File: src/rtl/touch_pad_debounce_pkg.sv
// Shared definitions for the touch pad / button conditioner.
package touch_pad_debounce_pkg;

  // Per-channel debounce state.
  typedef enum logic [1:0] {
    IDLE            = 2'd0,
    CONFIRM_PRESS   = 2'd1,
    HELD            = 2'd2,
    CONFIRM_RELEASE = 2'd3
  } pad_state_t;

  // A level change must hold for 2**DEBOUNCE_LOG2 clocks to be accepted.
  localparam int DEBOUNCE_LOG2_DEFAULT   = 16;
  // A confirmed hold of 2**LONG_PRESS_LOG2 clocks raises the long-press event.
  localparam int LONG_PRESS_LOG2_DEFAULT = 24;

  // Pads are pulled up; touching or pressing pulls them low.
  localparam logic PAD_ACTIVE = 1'b0;

endpackage

File: src/rtl/touch_pad_channel.sv
// One pad channel: two-flop synchroniser, debounce FSM, hold timer and
// registered one-cycle event strobes.
module touch_pad_channel
  import touch_pad_debounce_pkg::*;
#(
  parameter int DEBOUNCE_LOG2   = DEBOUNCE_LOG2_DEFAULT,
  parameter int LONG_PRESS_LOG2 = LONG_PRESS_LOG2_DEFAULT
) (
  input  logic clk,
  input  logic rst,
  input  logic enable,
  input  logic pad_n,
  output logic pressed,
  output logic press_pulse,
  output logic release_pulse,
  output logic long_pulse
);

  logic [1:0]                 sync_d, sync_q;
  pad_state_t                 state_d, state_q;
  logic [DEBOUNCE_LOG2-1:0]   db_cnt_d, db_cnt_q;
  logic [LONG_PRESS_LOG2-1:0] hold_cnt_d, hold_cnt_q;
  logic                       long_done_d, long_done_q;
  logic                       pressed_d, pressed_q;
  logic                       press_d, press_q;
  logic                       release_d, release_q;
  logic                       long_d, long_q;
  logic                       pad_active;

  // Shift the raw pad through two stages; stage 1 is the clean sample.
  always_comb begin
    sync_d = {sync_q[0], pad_n};
  end

  assign pad_active = (sync_q[1] == PAD_ACTIVE);

  // Next-state logic: confirm each level change, time the hold, raise strobes.
  always_comb begin
    state_d     = state_q;
    db_cnt_d    = db_cnt_q;
    hold_cnt_d  = hold_cnt_q;
    long_done_d = long_done_q;
    pressed_d   = pressed_q;
    press_d     = 1'b0;
    release_d   = 1'b0;
    long_d      = 1'b0;
    if (!enable) begin
      // Disabled channels drop straight to idle with no release event.
      state_d     = IDLE;
      db_cnt_d    = '0;
      hold_cnt_d  = '0;
      long_done_d = 1'b0;
      pressed_d   = 1'b0;
    end else begin
      case (state_q)
        IDLE: begin
          if (pad_active) begin
            state_d  = CONFIRM_PRESS;
            db_cnt_d = '0;
          end
        end
        CONFIRM_PRESS: begin
          if (!pad_active) begin
            state_d = IDLE;
          end else if (&db_cnt_q) begin
            state_d     = HELD;
            pressed_d   = 1'b1;
            press_d     = 1'b1;
            hold_cnt_d  = '0;
            long_done_d = 1'b0;
          end else begin
            db_cnt_d = db_cnt_q + 1'b1;
          end
        end
        HELD: begin
          if (!pad_active) begin
            state_d  = CONFIRM_RELEASE;
            db_cnt_d = '0;
          end else if (!long_done_q) begin
            // Saturate at the threshold so the long event fires only once.
            if (&hold_cnt_q) begin
              long_d      = 1'b1;
              long_done_d = 1'b1;
            end else begin
              hold_cnt_d = hold_cnt_q + 1'b1;
            end
          end
        end
        CONFIRM_RELEASE: begin
          // hold_cnt is left untouched so a bounced release resumes the timer.
          if (pad_active) begin
            state_d = HELD;
          end else if (&db_cnt_q) begin
            state_d   = IDLE;
            pressed_d = 1'b0;
            release_d = 1'b1;
          end else begin
            db_cnt_d = db_cnt_q + 1'b1;
          end
        end
        default: state_d = IDLE;
      endcase
    end
  end

  // State registers; synchroniser resets to the released level.
  always_ff @(posedge clk or posedge rst) begin
    if (rst) begin
      sync_q      <= 2'b11;
      state_q     <= IDLE;
      db_cnt_q    <= '0;
      hold_cnt_q  <= '0;
      long_done_q <= 1'b0;
      pressed_q   <= 1'b0;
      press_q     <= 1'b0;
      release_q   <= 1'b0;
      long_q      <= 1'b0;
    end else begin
      sync_q      <= sync_d;
      state_q     <= state_d;
      db_cnt_q    <= db_cnt_d;
      hold_cnt_q  <= hold_cnt_d;
      long_done_q <= long_done_d;
      pressed_q   <= pressed_d;
      press_q     <= press_d;
      release_q   <= release_d;
      long_q      <= long_d;
    end
  end

  assign pressed       = pressed_q;
  assign press_pulse   = press_q;
  assign release_pulse = release_q;
  assign long_pulse    = long_q;

endmodule

File: src/rtl/touch_pad_debounce.sv
// Multi-pad conditioner: one independent debounce channel per pad plus a
// combined "any pad held" level.
module touch_pad_debounce
  import touch_pad_debounce_pkg::*;
#(
  parameter int N_PADS          = 2,
  parameter int DEBOUNCE_LOG2   = DEBOUNCE_LOG2_DEFAULT,
  parameter int LONG_PRESS_LOG2 = LONG_PRESS_LOG2_DEFAULT
) (
  input  logic              clk,
  input  logic              rst,
  input  logic              enable,
  input  logic [N_PADS-1:0] pad_n,
  output logic [N_PADS-1:0] pressed,
  output logic [N_PADS-1:0] press_pulse,
  output logic [N_PADS-1:0] release_pulse,
  output logic [N_PADS-1:0] long_pulse,
  output logic              any_pressed
);

  genvar gi;
  generate
    for (gi = 0; gi < N_PADS; gi++) begin : g_ch
      touch_pad_channel #(
        .DEBOUNCE_LOG2  (DEBOUNCE_LOG2),
        .LONG_PRESS_LOG2(LONG_PRESS_LOG2)
      ) u_ch (
        .clk          (clk),
        .rst          (rst),
        .enable       (enable),
        .pad_n        (pad_n[gi]),
        .pressed      (pressed[gi]),
        .press_pulse  (press_pulse[gi]),
        .release_pulse(release_pulse[gi]),
        .long_pulse   (long_pulse[gi])
      );
    end
  endgenerate

  // Derived from registered levels only, so no path from the raw pads.
  assign any_pressed = |pressed;

endmodule

File: config.mk
export PLATFORM = sky130hd
export DESIGN_NAME = touch_pad_debounce
export DESIGN_NICKNAME = d
export VERILOG_FILES = /design/src/rtl/touch_pad_debounce_pkg.sv /design/src/rtl/touch_pad_channel.sv /design/src/rtl/touch_pad_debounce.sv
export SDC_FILE = /design/constraint.sdc
export NUM_CORES = 1
export LEC_CHECK = 0
export ABC_AREA = 1
export CORE_AREA = 2 2 148 150
export CTS_CLUSTER_DIAMETER = 150
export DETAILED_ROUTE_END_ITERATION = 16
export DIE_AREA = 0 0 150 152
export GPL_TIMING_DRIVEN = 0
export SYNTH_ARGS = -nofsm -noshare
export SYNTH_HDL_FRONTEND = slang
export SYNTH_SLANG_ARGS = --single-unit
export TNS_END_PERCENT = 50
File: constraint.sdc
create_clock -name clk -period 3.6 [get_ports clk]
set_input_delay 0.54 -clock clk [delete_from_list [all_inputs] [get_ports clk]]
set_output_delay 0.54 -clock clk [all_outputs]
set_load 0.02 [all_outputs]
==> flow_summary.json <==
{
  "report.final.hold_viol_count": 0,
  "detail_route.wl_per_cell_um": 12.2,
  "htreeDepth": 3,
  "antenna_violations_before_repair": 0,
  "clk_root_buffer_cell": "sky130_fd_sc_hd__clkbuf_16",
  "dr.pass1.iters": 5,
  "cts_tree": "yes",
  "synth.lib_cells_used.distinct": 40,
  "synth.top_cell.area_share": 0.373,
  "drt_iter0_markers": 352,
  "max-clock-path-buffers": 2,
  "final_report_max_slew_violation_count": 0,
  "number_of_global_route_vias_before_repair": 5320,
  "placedCellCount": 1220,
  "timing_worst_setup_path_type": "reg -> out",
  "critPathRequiredTime_ns": 3.06,
  "detailed_place.area_um2": 6800,
  "status": "finished, final reports clean",
  "detail_route.drc_violations": 0,
  "p_total_mw": 2.42,
  "netlist_top_cells_count": "sky130_fd_sc_hd__nand2_1, sky130_fd_sc_hd__nor2_1, sky130_fd_sc_hd__dfrtp_1, sky130_fd_sc_hd__nand3_1, sky130_fd_sc_hd__o21ai_0",
  "die_area_um2": 22800,
  "gpl.final_weighted_congestion": 0.893,
  "cts_setup_buffers": 0,
  "row_count": 54,
  "coreArea_um2": 21400,
  "grt_setup_unrepaired": "no",
  "synthMostInstantiatedCell": "sky130_fd_sc_hd__nand2_1",
  "antenna_violating_nets_post_route": 0,
  "number_of_synthesis_warnings": 0,
  "synth_enable_flop_cells": 0,
  "grt_use_total": 0.139,
  "max_clock_freq_mhz": 467,
  "total_leakage_power_nw": 3.13,
  "nNetsFinal": 960,
  "flow.area_growth_from_synthesis_pct": 12.8,
  "preCtsSetupSlack_ns": 1.42,
  "critical_path_at_ns": 1.60,
  "drive_above_1_share": 0.0847,
  "hold_path.startpoint": "g_ch[0].u_ch.sync_q[0]",
  "ioPinCount": 14,
  "min_period_ns": 2.14,
  "vias_per_cell": 4.66,
  "power.density_nw_per_um2": 340,
  "clock_latency_ns": 0.35,
  "dieWidth_um": 150,
  "worst_hold_slack_ns": 0.357,
  "clk_pin_slew_ns": 0.06,
  "maxCapViolations": 0,
  "setup.worst_path.start_class": "register",
  "rr_startpoint": "g_ch[0].u_ch.db_cnt_q[0]",
  "synthesis.nets": 936,
  "diodes_inserted": 0,
  "fin_cells": 1236,
  "route.final.wire_length_um": 15100,
  "dr_total_vias": 5765,
  "synth.avg_cell_area_um2": 6.80,
  "postSynthCellCount": 927,
  "cts.sinks": 98,
  "peakVddDrop_v": 0.000229,
  "grt_pass1_wl_um": 26100,
  "place_hpwl_um": 10800,
  "seq_area_frac_synth": 0.390,
  "min_path_type": "reg -> reg",
  "report.final.setup_viol": 0,
  "die_height_um": 152,
  "timing.critical_path.fanout_max": 3,
  "synthDominantAreaCellType": "sky130_fd_sc_hd__dfrtp_1",
  "yosys-top-cells-area": "sky130_fd_sc_hd__dfrtp_1, sky130_fd_sc_hd__nand2_1, sky130_fd_sc_hd__nor2_1",
  "placement.io_buffers": 12,
  "floorplan.initialDensity": 0.295,
  "timing.critical_path.to_type": "output port",
  "synth.ff_latch_count": 98,
  "min_period_over_period": 0.594,
  "tightest_slew_ns": 0.629,
  "cts_resized": 0,
  "largest_net_degree_at_the_start_of_global_routing": 69,
  "cts_made_buffers": 9,
  "netlist_area_um2": 6300,
  "relSlewSlack": 0.580,
  "finalClockSkew_ns": 0.00838,
  "cts_hold_buffers": 0,
  "crit_start": "g_ch[1].u_ch.pressed",
  "global_route.overflow_total": 0,
  "setup_slack_ns": 1.46,
  "final_area_um2": 7110,
  "layout.filler_cells": 2324,
  "synth-async-reset-ratio": 1.00,
  "postSynth.topFlopCell": "sky130_fd_sc_hd__dfrtp_1"
}
[layout make-up]
| type | instances | area (µm²) | share of cell area |
|---|---|---|---|
| inverters | 65 | 246 | 0.0347 |
| clock buffers | 14 | 274 | 0.0385 |
| repair buffers | 13 | 148 | 0.0208 |
| well taps | 280 | 350 | 0.0493 |
| flip-flops and latches | 98 | 2460 | 0.345 |
| multi-input cells | 730 | 3390 | 0.476 |
| clock inverters | 2 | 35.0 | 0.00493 |
| plain buffers | 34 | 214 | 0.0301 |
[registers in the layout, summed over array words and instances, names as in the netlist]
register	cells
g_ch.u_ch.long_pulse	2
g_ch.u_ch.press_pulse	2
g_ch.u_ch.sync_q	4
g_ch.u_ch.state_q	4
g_ch.u_ch.release_pulse	2
g_ch.u_ch.hold_cnt_q	48
g_ch.u_ch.long_done_q	2
g_ch.u_ch.pressed	2
g_ch.u_ch.db_cnt_q	32
[critical path: stages, from the launching register on]
cell	delay [ns]
sky130_fd_sc_hd__dfrtp_1	0.41
sky130_fd_sc_hd__or2_2	0.30
sky130_fd_sc_hd__clkdlybuf4s50_1	0.54
[where the power goes]
group	internal, mW	leakage, nW	switching, mW	total (mW)
registers	1.12	1.35	0.0157	1.14
logic	0.0674	1.63	0.192	0.259
clock network	0.596	0.153	0.426	1.02
total	1.78	3.13	0.634	2.42
[logic make-up (layout without fill, tap and decap cells)]
kind of cell | after synthesis | count (layout) | synth area share
flip-flops | 98 | 98 | 0.390
AO/OA/AOI/OAI | 111 | 111 | 0.0951
adder cells (fa/ha/maj) | 4 | 4 | 0.00794
XOR/XNOR | 27 | 27 | 0.0375
AND/OR/NAND/NOR | 588 | 588 | 0.397
buffers and inverters | 99 | 128 | 0.0726
[through the flow]
stage | utilization | TNS (ns)
2_1_floorplan | - | 0
3_3_place_gp | 0.317 | -111.98
3_5_place_dp | 0.319 | 0
4_1_cts | 0.333 | 0
5_1_grt | 0.333 | 0
6_report | 0.333 | 0
[metal layers]
metal / vias up / share of wire / GRT usage
met5: - / 0 / 0
met4: 0 / 0.0064 / 0.0288
met3: 7 / 0.037 / 0.0252
met2: 96 / 0.47 / 0.221
met1: 2657 / 0.49 / 0.198
li1: 3005 / - / -
[placed cells by master, fill, tap and decap left out, types with 8 or more instances in the layout]
master and n:
sky130_fd_sc_hd__nand3_1 77, sky130_fd_sc_hd__nand4_1 8, sky130_fd_sc_hd__o21ai_0 69, sky130_fd_sc_hd__nand2_1 312
sky130_fd_sc_hd__clkbuf_16 9, sky130_fd_sc_hd__clkdlybuf4s50_1 12, sky130_fd_sc_hd__xnor2_1 10, sky130_fd_sc_hd__inv_1 57
sky130_fd_sc_hd__clkbuf_1 11, sky130_fd_sc_hd__xor2_1 17, sky130_fd_sc_hd__buf_4 12, sky130_fd_sc_hd__nor2_1 147
sky130_fd_sc_hd__a21oi_1 21, sky130_fd_sc_hd__dfrtp_1 94
[worst paths after layout]
path / endpoint / slack [ns] / cells after the start
hold / removal: g_ch[0].u_ch.sync_q[1] / 0.36 / 0
setup reg to reg: g_ch[0].u_ch.hold_cnt_q[22] / 1.54 / 9
max in group asynchronous: g_ch[0].u_ch.sync_q[0] / 2.36 / 3
setup / recovery: any_pressed / 1.46 / 2
min in group asynchronous: g_ch[1].u_ch.db_cnt_q[13] / 0.54 / 2
hold reg to reg: g_ch[0].u_ch.sync_q[1] / 0.36 / 0
(Power assumes the default switching activity.)
